## config.mk

```make
export PLATFORM = sky130hd
export DESIGN_NAME = n_rd_addr_gen
export DESIGN_NICKNAME = d
export VERILOG_FILES = /design/src/rtl/n_rd_addr_gen.sv
export SDC_FILE = /design/constraint.sdc
export NUM_CORES = 1
export LEC_CHECK = 0
export CAP_MARGIN = 5
export CORE_ASPECT_RATIO = 1.75
export CORE_MARGIN = 2
export CORE_UTILIZATION = 40
export CTS_CLUSTER_SIZE = 16
export DETAILED_ROUTE_END_ITERATION = 7
export PLACE_DENSITY_LB_ADDON = 0.05
export SLEW_MARGIN = 10
export SYNTH_ARGS = -nofsm -noshare
export SYNTH_HDL_FRONTEND = slang
export SYNTH_SLANG_ARGS = --single-unit
```

## constraint.sdc

```tcl
create_clock -name clkin -period 4.3 [get_ports clkin]
set_clock_uncertainty 0.2 [all_clocks]
set_input_delay 0.86 -clock clkin [delete_from_list [all_inputs] [get_ports clkin]]
set_output_delay 0.86 -clock clkin [all_outputs]
set_load 0.005 [all_outputs]
```

## src/rtl/n_rd_addr_gen.sv

```systemverilog
// rtl/n_rd_addr_gen.sv - read address sequencer (single/circular, inc/dec, hold, abort)
// Optional feature macro: N_RD_ADDR_REPEAT_EN adds rep_cnt and a pass counter
// so that single-pass mode runs rep_cnt+1 passes before completing.
// All state updates on the falling edge of clkin; reset is asynchronous, active-low.
module n_rd_addr_gen #(
  parameter int ADDR_W = 12,
  parameter int REP_W  = 8
) (
  input  logic              clkin,
  input  logic              rst_n,
  input  logic              start,
  input  logic              abort,
  input  logic              hold,
  input  logic              mode,
  input  logic              dir,
  input  logic [ADDR_W-1:0] base_addr,
  input  logic [ADDR_W-1:0] len,
`ifdef N_RD_ADDR_REPEAT_EN
  input  logic [REP_W-1:0]  rep_cnt,
`endif
  output logic [ADDR_W-1:0] addr,
  output logic              addr_vld,
  output logic              busy,
  output logic              done
);

  typedef enum logic [1:0] {
    S_IDLE = 2'd0,
    S_RUN  = 2'd1,
    S_DONE = 2'd2
  } state_t;

  localparam logic [ADDR_W-1:0] ONE = ADDR_W'(1);

  state_t            r_state;
  state_t            w_next;
  logic [ADDR_W-1:0] r_addr;
  logic              r_vld;
  logic [ADDR_W-1:0] r_rem;
  logic [ADDR_W-1:0] r_base;
  logic [ADDR_W-1:0] r_len;
  logic              r_mode;
  logic              r_dir;
  logic              w_start_ok;
  logic              w_last;
  logic              w_more;
  logic [ADDR_W-1:0] w_step;

  assign w_start_ok = start && (len != '0);
  assign w_last     = (r_rem == '0);
  assign w_step     = r_dir ? (r_addr - ONE) : (r_addr + ONE);

`ifdef N_RD_ADDR_REPEAT_EN
  logic [REP_W-1:0] r_pass;
  // another pass follows in circular mode or while repeat passes remain
  assign w_more = r_mode || (r_pass != '0);
`else
  assign w_more = r_mode;
`endif

  // state register
  always_ff @(negedge clkin or negedge rst_n) begin
    if (!rst_n) begin
      r_state <= S_IDLE;
    end else begin
      r_state <= w_next;
    end
  end

  // next-state logic; abort overrides everything else
  always_comb begin
    w_next = r_state;
    if (abort) begin
      w_next = S_IDLE;
    end else begin
      case (r_state)
        S_IDLE:  if (w_start_ok) w_next = S_RUN;
        S_RUN:   if (!hold && w_last && !w_more) w_next = S_DONE;
        S_DONE:  w_next = S_IDLE;
        default: w_next = S_IDLE;
      endcase
    end
  end

  // state-decoded outputs
  always_comb begin
    busy = 1'b0;
    done = 1'b0;
    case (r_state)
      S_RUN:   busy = 1'b1;
      S_DONE:  done = 1'b1;
      default: ;
    endcase
  end

  // address datapath: latch config at start, step/reload/freeze while running
  always_ff @(negedge clkin or negedge rst_n) begin
    if (!rst_n) begin
      r_addr <= '0;
      r_vld  <= 1'b0;
      r_rem  <= '0;
      r_base <= '0;
      r_len  <= '0;
      r_mode <= 1'b0;
      r_dir  <= 1'b0;
`ifdef N_RD_ADDR_REPEAT_EN
      r_pass <= '0;
`endif
    end else if (abort) begin
      r_vld <= 1'b0;
    end else begin
      case (r_state)
        S_IDLE: begin
          if (w_start_ok) begin
            r_base <= base_addr;
            r_len  <= len;
            r_mode <= mode;
            r_dir  <= dir;
            r_addr <= base_addr;
            r_rem  <= len - ONE;
            r_vld  <= 1'b1;
`ifdef N_RD_ADDR_REPEAT_EN
            r_pass <= rep_cnt;
`endif
          end else begin
            r_vld <= 1'b0;
          end
        end
        S_RUN: begin
          if (hold) begin
            r_vld <= 1'b0;
          end else if (!w_last) begin
            r_addr <= w_step;
            r_rem  <= r_rem - ONE;
            r_vld  <= 1'b1;
          end else if (w_more) begin
            r_addr <= r_base;
            r_rem  <= r_len - ONE;
            r_vld  <= 1'b1;
`ifdef N_RD_ADDR_REPEAT_EN
            if (!r_mode) r_pass <= r_pass - REP_W'(1);
`endif
          end else begin
            r_vld <= 1'b0;
          end
        end
        default: begin
          r_vld <= 1'b0;
        end
      endcase
    end
  end

  assign addr     = r_addr;
  assign addr_vld = r_vld;

endmodule

```

==> impl_metrics.csv <==
group,metric,value,unit
worst_setup_path,slowest_stage,"nor4_4",
sta,worst_pin_slew,880,ps
global_routing,grt_usage,24.1,%
logic_synthesis,synth_cells,368,
placement,portBuffers,45,
worst_setup_path,reg2regPathDepth,12,
worst_hold_path,min_from,"r_len[2]$_DFFE_NN0P_",
placement,dpl.hpwl,7500,microns
run_status,status,"finished, violations left",
power,power_density,449,mW/mm^2
worst_setup_path,crit_chain,"buf_8 > nor4_4 > nand3_2 > a21boi_4 > inv_2 > buf_4 > buf_6 > and4_1 > nor3_1",
clocking,ctsHoldBuffers,0,
sta,hold_viol_final,0,
run_status,failed_checks,"negative setup slack",
worst_hold_path,min_to,"r_len[2]$_DFFE_NN0P_",
worst_setup_path,start_kind,"input pin",
logic_synthesis,synth-seq-area-share,41.0,%
power,finalPower,2.24,mW
sta,slew_violations,0,
cells_and_area,final_cell_mix,"buf_4 (60), dfrtn_1 (53), nand2_1 (44), nor2_1 (24), buf_6 (22)",
placement,place_congestion,0.832,
worst_setup_path,worst-r2r-setup-slack,1150,ps
die,dieArea,0.00885,sq mm
logic_synthesis,synthTopCellsByArea,"dfrtn_1 (41%), nand2_1 (5.8%), o21ai_0 (4.8%)",
routing,drtAntennaViolNets,0,
sta,rsz0062_at_grt,"true",
worst_setup_path,end_kind,"flip-flop",
global_routing,antenna_found_initial,0,
worst_setup_path,critPathKind,"input pin to flip-flop",
die,start_util,40.9,%
logic_synthesis,synth_top_area_share,41.0,%
sta,finalWorstSetupSlack,-159,ps
die,die_h,123,microns
routing,drt_iter0_drc,187,
clocking,root_buffer,"clkbuf_16",
logic_synthesis,synth_top_cell_by_area,"dfrtn_1",
logic_synthesis,synth_area_per_cell,8.79,sq um
clocking,clk_latency,320,ps
cells_and_area,final_common_cell,"buf_4",
logic_synthesis,synth_ff_type,"dfrtn_1",
global_routing,grt_start_max_net_pins,54,
clocking,cts.sinks,53,
routing,drt-total-wl,10400,microns
global_routing,gr-total-overflow,0,
worst_setup_path,cp_slowest_stage_delay,310,ps
logic_synthesis,synth_seq_cells,53,
cells_and_area,finalNetCount,528,
sta,hold_ws,219,ps
routing,drtPass1Iterations,4,
power,irDropWorstVdd,0.276,mV
clocking,path_clk_slew,50,ps
die,core_region_area,0.00791,sq mm
clocking,h-tree-depth,2,
logic_synthesis,synth_warnings,0,
worst_hold_path,hold_depth,2,
worst_hold_path,hp-class,"flip-flop to flip-flop",
logic_synthesis,syn_nets,411,
die,ios,46,
logic_synthesis,syn-cell-area,0.00323,sq mm
power,p_leak,2.19,nW
routing,vias,3266,
routing,drc,0,
clocking,cts_buffers,5,
die,rows,43,
worst_setup_path,r2r-start,"r_rem[1]$_DFFE_NN0P_",
worst_setup_path,worst-path-max-fanout,4,
sta,setup_viol,18,
worst_setup_path,r2r_end,"r_rem[8]$_DFFE_NN0P_",
die,die_w,72.0,microns
global_routing,grt_pass1_wl,16000,microns
cells_and_area,syn_to_final_growth,54.0,%
sta,maxSlewHeadroom,40.8,%
logic_synthesis,yosysUniqueCellTypes,55,
worst_setup_path,critical_path_arrival,2430,ps
worst_setup_path,cp.required,2270,ps
logic_synthesis,synthArstFlopShare,100,%
clocking,cts_tree,"yes",
global_routing,grt_pass1_vias,3206,
cells_and_area,num_antenna_cells,0,
cells_and_area,drive_gt1_share,37.7,%
routing,viasPerCell,5.67,
logic_synthesis,synth_edf_count,0,
clocking,cts_buffer_depth,2,
routing,wl_per_cell,18.1,microns
run,cap_violations,0,
[worst max-delay path, delay by kind of cell]
family / cells / cell delay, ps
AOI/OAI and AO/OA: 1 / 240
buffers and inverters: 4 / 450
and+or+nand+nor: 4 / 870
[per-layer routing]
metal | up-vias | GRT usage [%] | wire, microns
li1 | 1576 | - | -
met1 | 1599 | 25.4 | 3750
met2 | 65 | 46.6 | 6060
met3 | 26 | 2.85 | 230
met4 | 0 | 10.7 | 389
met5 | - | 0 | 0
[Yosys cell counts, types with 4 or more instances]
| cell | number |
|---|---|
| nand3_1 | 6 |
| inv_1 | 19 |
| o22ai_1 | 5 |
| nor3_1 | 9 |
| o21ai_0 | 31 |
| nor2_1 | 40 |
| a21oi_1 | 18 |
| nand4_1 | 4 |
| ha_1 | 11 |
| clkbuf_1 | 13 |
| xor2_1 | 4 |
| o211ai_1 | 5 |
| a211oi_1 | 8 |
| nand2_1 | 50 |
| a21o_1 | 4 |
| nor4_1 | 11 |
| dfrtn_1 | 53 |
| xnor2_1 | 6 |
| mux2_2 | 11 |
[state kept, by name, summed over array words and instances, names as in the netlist]
signal	flops
addr	12
addr_vld	1
r_base	12
r_dir	1
r_len	12
r_mode	1
r_rem	12
r_state	2
[final cells by class]
type / instances / area (sq um)
inverter: 20 / 80.1
fill: 688 / 2930
tap: 90 / 113
multi-input combinational: 280 / 2180
timing repair buffer: 125 / 1140
clock buffer: 5 / 125
sequential: 53 / 1330
clock inverter: 3 / 17.5
[through the flow]
stage	instances	worst slack [ps]	utilization [%]	cell area (sq um)	TNS, ps
global route	576	-205	63.0	4980	-2400
finish	576	-159	63.0	4980	-1330
CTS	571	-152	59.4	4700	-507
detailed placement	543	-935	54.2	4280	-38600
floorplan	368	-300	-	3380	-3850
global placement	543	-912	54.2	4280	-37580
[kinds of logic (layout without fill, tap and decap cells)]
logic type	count (synthesis)	in the layout	share of synthesized area, %
AO/OA/AOI/OAI	101	101	20.9
buffers and inverters	35	153	4.14
flip-flops	53	53	41.0
adder cells (fa/ha/maj)	12	12	4.87
XOR/XNOR	10	10	2.71
multiplexers	14	14	4.76
AND/OR/NAND/NOR	143	143	21.6
[worst max path at each step]
stage / startpoint / to / slack (ps)
after floorplan: len[6] / r_rem[11]$_DFFE_NN0P_ / -300
after global placement: abort / r_rem[11]$_DFFE_NN0P_ / -910
after detailed placement: abort / r_rem[11]$_DFFE_NN0P_ / -930
after CTS: len[8] / r_rem[11]$_DFFE_NN0P_ / -150
after global routing: len[7] / r_rem[11]$_DFFE_NN0P_ / -200
final: len[7] / r_rem[8]$_DFFE_NN0P_ / -160
[where the power goes]
group / leakage (nW) / internal (mW) / switching, mW
Sequential: 0.634 / 0.637 / 0.119
Clock: 0.0696 / 0.214 / 0.190
Combinational: 1.48 / 0.534 / 0.543
[repair_timing]
action                                  in CTS  in global routing
pin swaps                                   17                 20
resized for setup                          134                 70
endpoints found under the setup margin      67                 34
endpoints found under the hold margin        0                  0
setup buffers                               22                  8
cloned                                       1                  0
Power figures use the tool's default switching activity.
